## src/rtl/arb_pkg.sv

```systemverilog
// Shared types and helpers for the round-robin shared-register write arbiter.
package arb_pkg;

    localparam int DATA_W    = 32;
    localparam int N_REQ_DEF = 4;
    localparam int ID_W      = $clog2(N_REQ_DEF);

    typedef enum logic {
        IDLE  = 1'b0,
        GRANT = 1'b1
    } state_e;

    // Index of the set bit of a one-hot vector (0 when no bit is set).
    function automatic int onehot_to_idx(input logic [7:0] oh);
        int idx;
        idx = 0;
        for (int i = 0; i < 8; i++) begin
            if (oh[i]) begin
                idx = i;
            end
        end
        return idx;
    endfunction

endpackage

```

## src/rtl/shared_reg_arbiter_rr_pick.sv

```systemverilog
// Combinational rotate-priority picker: first asserted request scanning upward from ptr, wrapping.
module rr_pick #(
    parameter int N     = 4,
    parameter int PTR_W = $clog2(N)
) (
    input  logic [N-1:0]     req,
    input  logic [PTR_W-1:0] ptr,
    output logic [N-1:0]     pick,
    output logic             vld
);

    always_comb begin
        logic found;
        pick  = '0;
        found = 1'b0;
        // Outer loop walks priority order; inner loop keeps every bit select constant.
        for (int k = 0; k < N; k++) begin
            for (int i = 0; i < N; i++) begin
                if (!found && req[i] && (i == ((int'(ptr) + k) % N))) begin
                    pick[i] = 1'b1;
                    found   = 1'b1;
                end
            end
        end
    end

    assign vld = |req;

endmodule

```

## src/rtl/shared_reg_arbiter.sv

```systemverilog
// Round-robin write arbiter for one shared 32-bit register, with bounded locked bursts.
module shared_reg_arbiter
    import arb_pkg::*;
#(
    parameter int N_REQ    = 4,
    parameter int MAX_HOLD = 4
) (
    input  logic                      clk,
    input  logic                      rst,
    input  logic [N_REQ-1:0]          req,
    input  logic [N_REQ-1:0]          lock,
    input  logic [DATA_W*N_REQ-1:0]   wdata,
    output logic [N_REQ-1:0]          gnt,
    output logic [DATA_W-1:0]         q,
    output logic [$clog2(N_REQ)-1:0]  q_owner,
    output logic                      busy
);

    localparam int OW   = $clog2(N_REQ);
    localparam int HC_W = $clog2(MAX_HOLD + 1);

    state_e              state_q, state_d;
    logic [N_REQ-1:0]    gnt_q, gnt_d;
    logic [OW-1:0]       ptr_q, ptr_d;
    logic [HC_W-1:0]     hold_q, hold_d;
    logic [DATA_W-1:0]   data_q;
    logic [OW-1:0]       owner_q;

    logic [OW-1:0]       owner;
    logic [OW-1:0]       nxt_ptr;
    logic [OW-1:0]       pick_ptr;
    logic [N_REQ-1:0]    pick;
    logic                pick_vld;
    logic                xfer;
    logic                keep;
    logic [DATA_W-1:0]   wsel;

    assign owner    = OW'(onehot_to_idx(8'(gnt_q)));
    assign nxt_ptr  = (owner == OW'(N_REQ - 1)) ? '0 : owner + OW'(1);
    // While granted, re-pick starts just past the owner so it ends up lowest priority.
    assign pick_ptr = (state_q == GRANT) ? nxt_ptr : ptr_q;

    rr_pick #(
        .N     (N_REQ),
        .PTR_W (OW)
    ) u_pick (
        .req  (req),
        .ptr  (pick_ptr),
        .pick (pick),
        .vld  (pick_vld)
    );

    assign xfer = |(gnt_q & req);
    assign keep = (|(gnt_q & req & lock)) && (int'(hold_q) < MAX_HOLD - 1);

    always_comb begin
        wsel = '0;
        for (int i = 0; i < N_REQ; i++) begin
            if (gnt_q[i]) begin
                wsel = wdata[i*DATA_W +: DATA_W];
            end
        end
    end

    always_comb begin
        state_d = state_q;
        gnt_d   = gnt_q;
        ptr_d   = ptr_q;
        hold_d  = hold_q;
        case (state_q)
            IDLE: begin
                hold_d = '0;
                if (pick_vld) begin
                    state_d = GRANT;
                    gnt_d   = pick;
                end
            end
            GRANT: begin
                if (keep) begin
                    hold_d = hold_q + HC_W'(1);
                end else begin
                    ptr_d  = nxt_ptr;
                    hold_d = '0;
                    if (pick_vld) begin
                        gnt_d = pick;
                    end else begin
                        state_d = IDLE;
                        gnt_d   = '0;
                    end
                end
            end
            default: begin
                state_d = IDLE;
                gnt_d   = '0;
            end
        endcase
    end

    always_ff @(posedge clk or negedge rst) begin
        if (!rst) begin
            state_q <= IDLE;
            gnt_q   <= '0;
            ptr_q   <= '0;
            hold_q  <= '0;
            data_q  <= '0;
            owner_q <= '0;
        end else begin
            state_q <= state_d;
            gnt_q   <= gnt_d;
            ptr_q   <= ptr_d;
            hold_q  <= hold_d;
            if (xfer) begin
                data_q  <= wsel;
                owner_q <= owner;
            end
        end
    end

    assign gnt     = gnt_q;
    assign q       = data_q;
    assign q_owner = owner_q;
    assign busy    = (state_q == GRANT);

endmodule

```

## config.mk

```make
export PLATFORM = sky130hd
export DESIGN_NAME = shared_reg_arbiter
export DESIGN_NICKNAME = d
export VERILOG_FILES = /design/src/rtl/arb_pkg.sv /design/src/rtl/shared_reg_arbiter_rr_pick.sv /design/src/rtl/shared_reg_arbiter.sv
export SDC_FILE = /design/constraint.sdc
export NUM_CORES = 1
export LEC_CHECK = 0
export ABC_CLOCK_PERIOD_IN_PS = 1900
export BUFFER_PORTS_ARGS = -buffer_cell sky130_fd_sc_hd__buf_2
export CAP_MARGIN = 20
export CORE_MARGIN = 2
export CORE_UTILIZATION = 30
export DETAILED_ROUTE_END_ITERATION = 12
export GPL_TIMING_DRIVEN = 0
export PLACE_DENSITY = 0.64
export SETUP_SLACK_MARGIN = 0.15
export SLEW_MARGIN = 40
export SYNTH_ARGS = -nofsm -noshare
export SYNTH_HDL_FRONTEND = slang
export SYNTH_SLANG_ARGS = --single-unit
```

## constraint.sdc

```tcl
create_clock -name clk -period 1.9 [get_ports clk]
set_input_delay 0.38 -clock clk [delete_from_list [all_inputs] [get_ports clk]]
set_output_delay 0.38 -clock clk [all_outputs]
set_load 0.05 [all_outputs]
```

Yosys cells after proc, flatten, opt, wreduce, memory -nomap -nowiden
Cells that the tools add are included.
Storage, ports and cells
  register bits after elaboration: 44
  input bits: 138
  output and inout port bits: 39
  logic and storage cells: 141
Cells by class
  add/sub/neg operators: 5
  $lt $le $gt $ge: 1
  equal/unequal tests: 15
  mux-type cells: 48
  bitwise logic cells: 7
  reduce and logical (&&, ||, !) cells: 59
Operators by type and width (number)
  32-bit zero test: 4
  32-bit two-way mux: 4
  1-bit two-way mux: 33
  1-bit logical AND: 32
  3-bit == test, first input constant: 6
  1-bit zero test: 15
  4-bit two-way mux: 3
  4-bit OR reduction: 3
  2-bit by 3-bit == test with 1-bit output, first input constant: 3
  4-bit AND: 2
  2-bit two-way mux: 4
  4-bit one-hot mux with 2 select lines: 1
  3-bit one-hot mux with 2 select lines: 1
  2-bit OR reduction: 3
  2-bit by 1-bit adder with 2-bit output, second input constant: 2
  2-bit adder, second input constant: 2
  2-bit == test, first input constant: 2
  2-bit != test, second input constant: 2
  2-bit AND reduction: 2
  3-bit by 1-bit adder with 3-bit output, second input constant: 1
  1-bit AND, first input constant: 3
  3-bit by 2-bit < comparator with 1-bit output, second input constant: 1
  3-bit two-way mux: 1
  1-bit by 2-bit == test with 1-bit output, first input constant: 1
  other kinds (3): 4

Longest topological paths before layout
Gate-level depths: netlist of run 1.
  word-level depth: 72
  depth in mapped cells: 7
  mapped depth without buffers: 5

By module
Synthesis of run 1 repeated with hierarchy kept, for this count alone.
Unflattened totals
  cell total of the unflattened synthesis: 290
  area, all modules: 2588.7 µm²
By module, submodules not included
  shared_reg_arbiter: times used 1, cells each 273, area each 2489.9 µm², seq. area each 1101.1 µm²
  rr_pick: times used 1, cells each 17, area each 98.8 µm², seq. area each 0.0 µm²

Least setup slack after synthesis of run 1
No wires, ideal clock.
  path kind: reg2reg
  from: register gnt_q[3], in the netlist gnt[3]
  to: register data_q[7], in the netlist q[7]
  library setup time: 137 ps
  data arrival time: 1612 ps
  required time: 1763 ps
  setup slack: 150 ps
  cell stages (with the launch flop): 8
  buffers on the path: 3
  clock period less this slack: 1750 ps
  cells stage by stage: dfrtp_1 buf_4 nor3_1 and2_1 buf_6 buf_6 a221oi_2 a21oi_1
On the way
  word-level cells in the longest chain between the ends: 2
  elaborated cells between the ends (all ways): 3
  classes of those cells: mux: 1; bitwise: 1; reduce/logical: 1
RTL lines
  start, declared: line shared_reg_arbiter.sv:23  | logic [N_REQ-1:0] gnt_q, gnt_d;
  start signal, assigned: line shared_reg_arbiter.sv:109  | gnt_q <= gnt_d;
  4-bit AND: line shared_reg_arbiter.sv:53  | assign xfer = |(gnt_q & req);
  4-bit OR reduction: line shared_reg_arbiter.sv:53
  end signal, assigned: line shared_reg_arbiter.sv:113  | data_q <= wsel;
  end, declared: line shared_reg_arbiter.sv:26  | logic [DATA_W-1:0] data_q;
Several ways; a longest one is shown, not always the timed one.
A chain may end at the register's enable or synchronous reset.

Worst setup path after layout of run 1
  from: register state_q, in the netlist busy
  to: register gnt_q[2], in the netlist gnt[2]
On the way
  word-level cells in the longest chain between the ends: 63
  elaborated cells between the ends (all ways): 94
  classes of those cells: add/sub: 3; eq/ne: 13; mux: 23; bitwise: 4; reduce/logical: 51
RTL lines
  start, declared: line shared_reg_arbiter.sv:22  | state_e state_q, state_d;
  start signal, assigned: line shared_reg_arbiter.sv:108  | state_q <= state_d;
  2-bit two-way mux: line shared_reg_arbiter.sv:41  | assign pick_ptr = (state_q == GRANT) ? nxt_ptr : ptr_q;
  32-bit zero test: line shared_reg_arbiter_rr_pick.sv:19  | if (!found && req[i] && (i == ((int'(ptr) + k) % N))) begin
  1-bit logical AND: line shared_reg_arbiter_rr_pick.sv:19
  1-bit two-way mux: line shared_reg_arbiter_rr_pick.sv:19
  1-bit zero test: line shared_reg_arbiter_rr_pick.sv:19
  1-bit logical AND (2 in a row): line shared_reg_arbiter_rr_pick.sv:19
  1-bit two-way mux: line shared_reg_arbiter_rr_pick.sv:19
  1-bit zero test: line shared_reg_arbiter_rr_pick.sv:19
  [44 not listed]
  1-bit logical AND (2 in a row): line shared_reg_arbiter_rr_pick.sv:19
  1-bit two-way mux: line shared_reg_arbiter_rr_pick.sv:19
  1-bit zero test: line shared_reg_arbiter_rr_pick.sv:19
  1-bit logical AND (2 in a row): line shared_reg_arbiter_rr_pick.sv:19
  1-bit two-way mux: line shared_reg_arbiter_rr_pick.sv:19
  4-bit two-way mux: line shared_reg_arbiter.sv:84  | if (pick_vld) begin
  4-bit two-way mux: line shared_reg_arbiter.sv:79  | if (keep) begin
  4-bit one-hot mux with 2 select lines: line shared_reg_arbiter.sv:70  | case (state_q)
Several ways; a longest one is shown, not always the timed one. The select of a mux whose other input is x is not followed.

==> results of run 1 <==
==> layout make-up <==
type,count,share of cell area (%)
diodes,1,0.06046
plain buffers,28,4.686
clock buffers,6,1.753
clock inverters,1,0.1209
inverters,7,0.6348
multi-input cells,218,40.78
flip-flops and latches,44,26.60
well taps,133,4.021
repair buffers,176,21.34
==> power breakdown <==
| group | switching (W) | internal (W) |
|---|---|---|
| combinational | 0.00357 | 0.00170 |
| sequential | 0.000279 | 0.00140 |
| clock | 0.000324 | 0.000251 |
| total | 0.00417 | 0.00336 |
==> kinds of logic after synthesis <==
group,count (synthesis)
buffers and inverters,35
DFF,44
and+or+nand+nor,95
adders and majority gates,1
AOI/OAI and AO/OA,119
muxes,3
==> per-stage QoR <==
stage	hold WS [ps]	power, W	setup WS [ps]	utilization [%]
after floorplan	84.41	0.005671	150.2	-
after global routing	130.3	0.008055	164.5	42.54
after detailed placement	438.2	0.007019	62.90	41.64
final	89.65	0.007528	297.6	42.54
after CTS	107.8	0.007618	234.5	42.46
after global placement	447.2	0.006920	80.91	41.62
==> what timing repair did <==
item | CTS | global route
cloned | 0 | 0
pin swaps | 0 | 0
gates resized for setup | 2 | 5
setup endpoints to repair | 20 | 20
==> registers in the layout (all words and copies together) (netlist names) <==
| signal | count |
|---|---|
| gnt | 4 |
| q | 32 |
| hold_q | 3 |
| ptr_q | 2 |
| q_owner | 2 |
| busy | 1 |
==> layout by cell type (no fill, tap or decap), drive strengths merged, types with 3 or more instances in the layout <==
| cell type | instances |
|---|---|
| a21oi | 37 |
| a221oi | 32 |
| a22oi | 34 |
| a32o | 3 |
| buf | 199 |
| clkbuf | 11 |
| dfrtp | 44 |
| inv | 7 |
| nand2 | 7 |
| nand3 | 6 |
| nor2 | 73 |
| o21ai | 5 |
==> worst min path at each step <==
stage	startpoint	end	slack (ps)	cells past startpoint
finish	rst	q[7]$_DFFE_PN0P_	90	1
detailed placement	rst	q[12]$_DFFE_PN0P_	440	1
floorplan	rst	busy$_DFF_PN0_	80	0
CTS	rst	q[7]$_DFFE_PN0P_	110	1
global route	rst	q[21]$_DFFE_PN0P_	130	1
global placement	hold_q[0]$_DFF_PN0_	hold_q[0]$_DFF_PN0_	450	1
==> per-layer routing <==
layer  vias to the layer above  share of wire [%]
met5                         -              0.069
met4                         2               0.92
met3                        10                5.9
met2                       132                 49
met1                      1469                 44
li1                       1478                  -
==> impl_metrics.toml, run 1 <==
[routing]
drc = 0
first_iter_violations = 130
dr.pass1.iters = 4
routed_wl_mm = 10.10
vias = 3091
wl_per_cell_um = 16.44
drt-vias-per-instance = 5.034
postRouteAntennaNets = 0

[yosys]
synthXorXnorAreaFrac_pct = 0
synthTopCellsByCount = "dfrtp_1 (44), nor2_1 (44), a21oi_1 (37)"
yosysSeqAreaShare_pct = 36.68
ys_warn_count = 0
ys_async_sr_fraction_pct = 100.0
yosysTopAreaCellShare_pct = 36.68
yosysTopAreaCell = "dfrtp_1"
synthFlopType = "dfrtp_1"
synth_area_leaders = "dfrtp_1 (37%), a221oi_2 (15%), a22oi_2 (12%)"
postSynthCellCount = 297
synth-seq-cells = 44
syn_nets = 436
synth_top_family_by_area = "compound AO/OA/AOI/OAI gates"
synth_cell_types = 36
synthMuxAreaShare_pct = 1.084
netlist_area_um2 = 3002
post_synth.cell_area_avg_um2 = 10.11
synth_simple_gate_area_share_pct = 15.42
synth-compound-area-share_pct = 39.22
synthAdderAreaFrac_pct = 0.4168
synth_edf_count = 0

[clocking]
cts_root_buf = "clkbuf_8"
cts.clk_slew.worst_paths_ps = 90
tritoncts = "yes"
hold_buffers = 0
cts_buffers = 5
cts.sinks = 44
postCtsSetupBuffers = 0
insertion_delay_ps = 300
cts_max_path_buffers = 2
htreeDepth = 2

[placed_design]
post-place-cells = 606
dpl.hpwl_mm = 7.854
gp_congestion = 0.9178
port-buffer-count = 176
postPlaceCellArea_um2 = 4051

[grt]
grt_max_degree = 45
grt_pass1_wl_mm = 16.28
use_met1_pct = 22.61
track_usage_pct = 18.53
met3_usage_pct = 3.885
gr-max-usage-layer = "met2"
gr-usage-met2_pct = 33.46
antenna_found_initial = 2
grt_pass1_vias = 3210
grt-ovfl-total = 0

[floorplanning]
rows = 36
die_h_um = 104.0
die-area_um2 = 10820
core_area_um2 = 9729
start_util_pct = 30.85
io-pin-count = 177
floorplan.die.width_um = 104.0

[setup_path]
critical_path_depth = 6
cp_max_fo = 9
r2r_start = "busy$_DFF_PN0_"
cp_slowest_stage_delay_ps = 380
crit_path_top_delay_cell = "dfrtp_1"
r2r-end = "gnt[2]$_DFFE_PN0P_"
critPathLaunch = "busy$_DFF_PN0_"
cp_cell_sequence = "buf_2 -> nor2b_1 -> a31oi_2 -> o21ai_0 -> o211ai_1 -> a32o_1"
path_delay_family = "compound AO/OA/AOI/OAI gates"
crit_path_end = "gnt[2]$_DFFE_PN0P_"
start_kind = "register"
reg2reg_depth = 6
cp.required_ps = 2090
rrSetupSlack_ps = 300
worst-setup-path-type = "reg2reg"
arrival_ps = 1790
end_kind = "register"
critPathBufInv = 1

[status]
status = "complete, no violations"

[sta]
maxSlewHeadroom_pct = 60.47
min_period_ps = 1602
tightest_slew_ps = 593.0
finalSetupTns_ps = 0
maxSlewViolCount = 0
finalSetupViolations = 0
hold_viol = 0
finalCritPeriodShare_pct = 84.34
rsz0062_at_grt = "false"
clock_skew_ps = 12.18
fmax_mhz = 624.1

[final_layout]
ff_latch_area_um2 = 1101
multi_input_area_um2 = 1688
drive_gt1_share_pct = 62.71
fin_nets = 619
design_area_um2 = 4139
area_delta_synth_final_pct = 37.89
fillers = 1001
fin_cells = 614

[flow_run]
cap_violations = 0

[power_and_ir_drop]
p_leak_nw = 1.918
powerDensity_nw_per_um2 = 1819
vdd_drop_max_uv = 949.8

[hold_path]
hp-class = "in2async"
No activity file was read; power rests on OpenSTA's default activity.
==> run 2: changes to the inputs <==
--- a/config.mk
+++ b/config.mk
@@ -5,7 +5,7 @@
 export SDC_FILE = /design/constraint.sdc
 export NUM_CORES = 1
 export LEC_CHECK = 0
-export ABC_CLOCK_PERIOD_IN_PS = 1900
+export ABC_CLOCK_PERIOD_IN_PS = 1700
 export BUFFER_PORTS_ARGS = -buffer_cell sky130_fd_sc_hd__buf_2
 export CAP_MARGIN = 20
 export CORE_MARGIN = 2
==> constraint.sdc (replaced) <==
create_clock -name clk -period 1.7 [get_ports clk]
set_input_delay 0.34 -clock clk [delete_from_list [all_inputs] [get_ports clk]]
set_output_delay 0.34 -clock clk [all_outputs]
set_load 0.05 [all_outputs]
==> run 2 against run 1 <==
  * Sequential cell count stayed put
  * Power rose by 19%
  * Final area increased by 5.9%
  * Sequential share of layout area is 1.3 points lower
  * Clock power is 15% higher
  * Critical path depth is 4 lower
  * Register-to-register slack worse by 120 ps
  * Cell count increased by 0.98%
  * Critical endpoint is now gnt[1]
==> impl_metrics.toml, run 2 (synthesized netlist as in run 1, its figures left out) <==
[sta]
maxSlewHeadroom_pct = 60.52
clock_skew_ps = 8.183
finalCritPeriodShare_pct = 90.81
fmax_mhz = 647.7
hold_viol = 0
fin_ws_ps = 156.2
rsz0062_at_grt = "true"
maxSlewViolCount = 0
tightest_slew_ps = 592.2
min_period_ps = 1544
finalSetupViolations = 0

[setup_path]
start_kind = "register"
cp_max_fo = 6
worst-setup-path-type = "reg2out"
crit_path_end = "gnt[1]"
path_delay_family = "buffers and inverters"
critPathLaunch = "gnt[1]$_DFFE_PN0P_"
reg2reg_depth = 7
critical_path_depth = 2
cp_slowest_stage_delay_ps = 430
r2r-end = "q[19]$_DFFE_PN0P_"
r2r_start = "gnt[1]$_DFFE_PN0P_"
critPathBufInv = 2
rrSetupSlack_ps = 180
cp.required_ps = 1360
end_kind = "output pin"
crit_path_top_delay_cell = "dfrtp_2"
cp_cell_sequence = "clkbuf_2 -> buf_2"
arrival_ps = 1200

[final_layout]
fillers = 987
antennaDiodeCount = 0
final_common_cell = "buf_2"
design_area_um2 = 4384
layout_common_cells = "buf_2 (182), nor2_1 (44), dfrtp_1 (39)"
fin_nets = 625
area_delta_synth_final_pct = 46.06
drive_gt1_share_pct = 67.15
largest_register_ff_count = 32
fin_cells = 620

[grt]
grt_max_degree = 45
antenna_found_initial = 1
grt_pass1_vias = 3157
grt-ovfl-total = 0
track_usage_pct = 18.35
grt_pass1_wl_mm = 16.05

[routing]
drc = 0
vias = 3104
routed_wl_mm = 10.17
first_iter_violations = 113
postRouteAntennaNets = 0
drt-vias-per-instance = 5.006
wl_per_cell_um = 16.40
dr.pass1.iters = 5

[status]
status = "complete, no violations"

[floorplanning]
core_area_um2 = 9729
floorplan.die.width_um = 104.0
start_util_pct = 30.85
die-area_um2 = 10820
rows = 36
die_h_um = 104.0
io-pin-count = 177

[flow_run]
cap_violations = 0

[clocking]
htreeDepth = 2
tritoncts = "yes"
cts_root_buf = "clkbuf_8"
cts_buffers = 5
hold_buffers = 0
cts_max_path_buffers = 2
cts.sinks = 44
cts.clk_slew.worst_paths_ps = 90
insertion_delay_ps = 300

[placed_design]
postPlaceCellArea_um2 = 4073
post-place-cells = 606
gp_congestion = 0.9362
dpl.hpwl_mm = 7.733
port-buffer-count = 176
dp_slack_ps = -149.9

[power_and_ir_drop]
vdd_drop_max_uv = 961.9
p_leak_nw = 1.992
powerDensity_nw_per_um2 = 2049

[hold_path]
hp-class = "in2async"
==> run 2: cell types whose count changed in the layout (fill, tap and decap cells not counted), sizes merged <==
cell,previous run,this run
diode,1,0
clkbuf,11,12
buf,199,205
==> run 2: cell type report <==
cell class	count	area (um2)	area share (%)
Buffer	28	271.5	6.193
Clock buffer	7	76.32	1.741
Clock inverter	1	5.005	0.1142
Inverter	7	26.28	0.5993
Multi-Input combinational cell	218	1790	40.84
Sequential cell	44	1107	25.26
Tap cell	133	166.4	3.796
Timing Repair Buffer	182	940.9	21.46
==> run 2: power breakdown <==
part	internal (W)	switching, W
logic	0.00228	0.00414
registers	0.00158	0.000321
clock network	0.000289	0.000371
total	0.00415	0.00483
==> run 2: worst min-delay path by stage <==
stage	startpoint	endpoint	slack [ps]
after floorplan	rst	busy$_DFF_PN0_	40
after global placement	hold_q[0]$_DFF_PN0_	hold_q[0]$_DFF_PN0_	450
after detailed placement	rst	q[12]$_DFFE_PN0P_	390
after CTS	rst	q[11]$_DFFE_PN0P_	60
after global routing	rst	q[11]$_DFFE_PN0P_	90
final	rst	q[13]$_DFFE_PN0P_	40
==> run 2: metal layers <==
layer / vias to the layer above / part of all wire [%] / track usage (%)
met4: 2 / 0.64 / 2.992
met5: - / 0.069 / 0
li1: 1488 / - / -
met1: 1475 / 43 / 24.44
met2: 127 / 50 / 31.25
met3: 12 / 6.4 / 3.759
==> run 2: stage by stage <==
stage	utilization, %	hold WS [ps]	total power, W	setup TNS (ps)
finish	45.06	39.53	0.008982	0
global placement	41.83	447.1	0.007760	-1577
global route	45.06	87.40	0.009630	0
CTS	43.02	61.41	0.008610	0
floorplan	-	44.41	0.006378	0
detailed placement	41.86	390.1	0.007866	-1842
==> run 2: what timing repair did <==
item	in CTS	in global routing
endpoints found under the hold margin	0	0
resized for setup	8	48
pin swaps	1	7
gates cloned	0	1
buffers inserted	1	4
setup endpoints to repair	31	38
==> run 3: changes to the inputs <==
--- a/config.mk
+++ b/config.mk
@@ -13,7 +13,7 @@
 export DETAILED_ROUTE_END_ITERATION = 12
 export GPL_TIMING_DRIVEN = 0
 export PLACE_DENSITY = 0.64
-export SETUP_SLACK_MARGIN = 0.15
+export SETUP_SLACK_MARGIN = 0.3
 export SLEW_MARGIN = 40
 export SYNTH_ARGS = -nofsm -noshare
 export SYNTH_HDL_FRONTEND = slang
==> run 3 against run 2 <==
  * Routed wire length increased by 2.3%
  * Fmax is 2.3% higher
  * Combinational power rose by 6.9%
  * Clock skew is 8.2 ps higher
  * First-iteration DRC count decreased by 6.2%
  * Core utilization increased by 2.3 points
  * Final area increased by 5.1%
  * Critical path depth is 5 higher
==> impl_metrics.toml, run 3 (synthesized netlist as in run 1, its figures left out) <==
[setup_path]
rrSetupSlack_ps = 190
critPathBufInv = 3
end_kind = "register"
cp_slowest_stage_delay_ps = 420
r2r-end = "q[13]$_DFFE_PN0P_"
cp_common_cell = "buf_12"
reg2reg_depth = 7
path_delay_family = "flip-flops"
cp_cell_sequence = "buf_6 -> nor3_4 -> and2_4 -> buf_12 -> buf_12 -> a221oi_2 -> a21oi_2"
r2r_start = "gnt[3]$_DFFE_PN0P_"
worst-setup-path-type = "reg2reg"
start_kind = "register"
cp_max_fo = 10
arrival_ps = 1720
crit_path_top_delay_cell = "dfrtp_2"
cp.required_ps = 1910

[power_and_ir_drop]
p_leak_nw = 2.096
p_clk_share_pct = 8.3
p_int_w = 0.004631
comb_power_share_pct = 71.8
powerDensity_nw_per_um2 = 2072
vdd_drop_max_uv = 1045
totalPowerFinal_w = 0.009545
switchingPower_w = 0.004915
p_sw_share_pct = 51.49
seqPwrFrac_pct = 19.9

[final_layout]
drive_gt1_share_pct = 69.01
largest_register_ff_count = 32
multi_input_area_um2 = 1799
layout_common_cells = "buf_2 (180), nor2_1 (43), dfrtp_1 (39)"
final_common_cell = "buf_2"
utilization_pct = 47.35
fillers = 943
fin_nets = 636
ff_latch_area_um2 = 1107
area_delta_synth_final_pct = 53.48

[clocking]
cts.clk_slew.worst_paths_ps = 90
htreeDepth = 2
insertion_delay_ps = 300
cts_root_buf = "clkbuf_8"
cts.sinks = 44
tritoncts = "yes"
cts_buffers = 5
cts_max_path_buffers = 2

[hold_path]
hp-class = "in2async"

[routing]
postRouteAntennaNets = 0
drc = 0
met3WireLength_um = 705
top_layer = "met5"
wl_met2_mm = 5.082
drt-vias-per-instance = 4.956
dr.pass1.iters = 4
routed_wl_mm = 10.41
met1Wirelength_mm = 4.519
first_iter_violations = 106
vias = 3127
wl_per_cell_um = 16.50

[placed_design]
gp_congestion = 0.8976
dpl.hpwl_mm = 7.799
port-buffer-count = 176

[status]
status = "complete, no violations"

[grt]
grt_pass1_wl_mm = 16.45
antenna_found_initial = 2
track_usage_pct = 18.80
grt-ovfl-total = 0
grt_max_degree = 45
grt_pass1_vias = 3182

[sta]
maxSlewHeadroom_pct = 59.92
rsz0062_at_grt = "true"
min_period_ps = 1509
finalSetupViolations = 0
tightest_slew_ps = 601.2
clock_skew_ps = 16.39
maxSlewViolCount = 0
fmax_mhz = 662.5
finalCritPeriodShare_pct = 88.79
hold_viol = 0

[flow_run]
cap_violations = 0

[floorplanning]
die_h_um = 104.0
core_area_um2 = 9729
die-area_um2 = 10820
floorplan.die.width_um = 104.0
rows = 36
start_util_pct = 30.85
io-pin-count = 177
==> run 3: cell count changes in the layout (fill, tap and decap cells not counted), sizes merged <==
cell,before,now
clkinv,1,0
buf,205,217
clkbuf,12,10
bufinv,0,1
diode,0,1
==> run 3: layout make-up <==
| cell class | instances | share of cell area [%] |
|---|---|---|
| well taps | 133 | 3.612 |
| multi-input cells | 218 | 39.05 |
| diodes | 1 | 0.05432 |
| clock buffers | 6 | 1.575 |
| clock inverters | 1 | 0.6518 |
| inverters | 7 | 0.5703 |
| repair buffers | 193 | 23.38 |
| plain buffers | 28 | 7.061 |
| flip-flops and latches | 44 | 24.04 |
==> run 3: stage by stage <==
| step | TNS [ps] | hold WS, ps | std cells | instance area [um2] | setup WS, ps |
|---|---|---|---|---|---|
| floorplan | 0 | 44.41 | 297 | 3054 | 154.0 |
| global placement | -774.1 | 445.9 | 606 | 4101 | -48.15 |
| detailed placement | -1840 | 390.3 | 606 | 4104 | -127.8 |
| CTS | 0 | 63.64 | 626 | 4507 | 199.1 |
| global route | 0 | 77.47 | 630 | 4604 | 124.7 |
| finish | 0 | 36.04 | 631 | 4607 | 190.6 |
==> run 3: worst max path at each step <==
stage | cells past startpoint | start | slack [ps] | endpoint
final | 7 | gnt[3]$_DFFE_PN0P_ | 190 | q[13]$_DFFE_PN0P_
after global routing | 5 | gnt[3]$_DFFE_PN0P_ | 120 | q[13]$_DFFE_PN0P_
after CTS | 7 | gnt[1]$_DFFE_PN0P_ | 200 | q[31]$_DFFE_PN0P_
after detailed placement | 6 | req[1] | -130 | q[22]$_DFFE_PN0P_
after global placement | 6 | req[0] | -50 | q[10]$_DFFE_PN0P_
after floorplan | 7 | gnt[3]$_DFFE_PN0P_ | 150 | q[7]$_DFFE_PN0P_
==> run 3: power by group through the flow <==
| stage | combinational (W) | sequential [W] | clock (W) |
|---|---|---|---|
| global route | 0.00732 | 0.00196 | 0.000877 |
| detailed placement | 0.00601 | 0.00192 | 0 |
| finish | 0.00686 | 0.00190 | 0.000791 |
| floorplan | 0.00294 | 0.00349 | 0 |
| global placement | 0.00591 | 0.00190 | 0 |
| CTS | 0.00673 | 0.00189 | 0.000824 |
==> run 3: what timing repair did <==
item	in CTS	in global routing
buffers inserted	12	3
pin swaps	12	19
endpoints found under the hold margin	0	0
gates resized for setup	53	13
setup endpoints to repair	40	41
gates cloned	1	1
hold buffers	0	0
==> run 3: layer usage <==
layer	up-vias	GRT usage, %
li1	1510	-
met5	-	0
met4	2	3.668
met1	1482	23.84
met2	123	32.57
met3	10	4.637
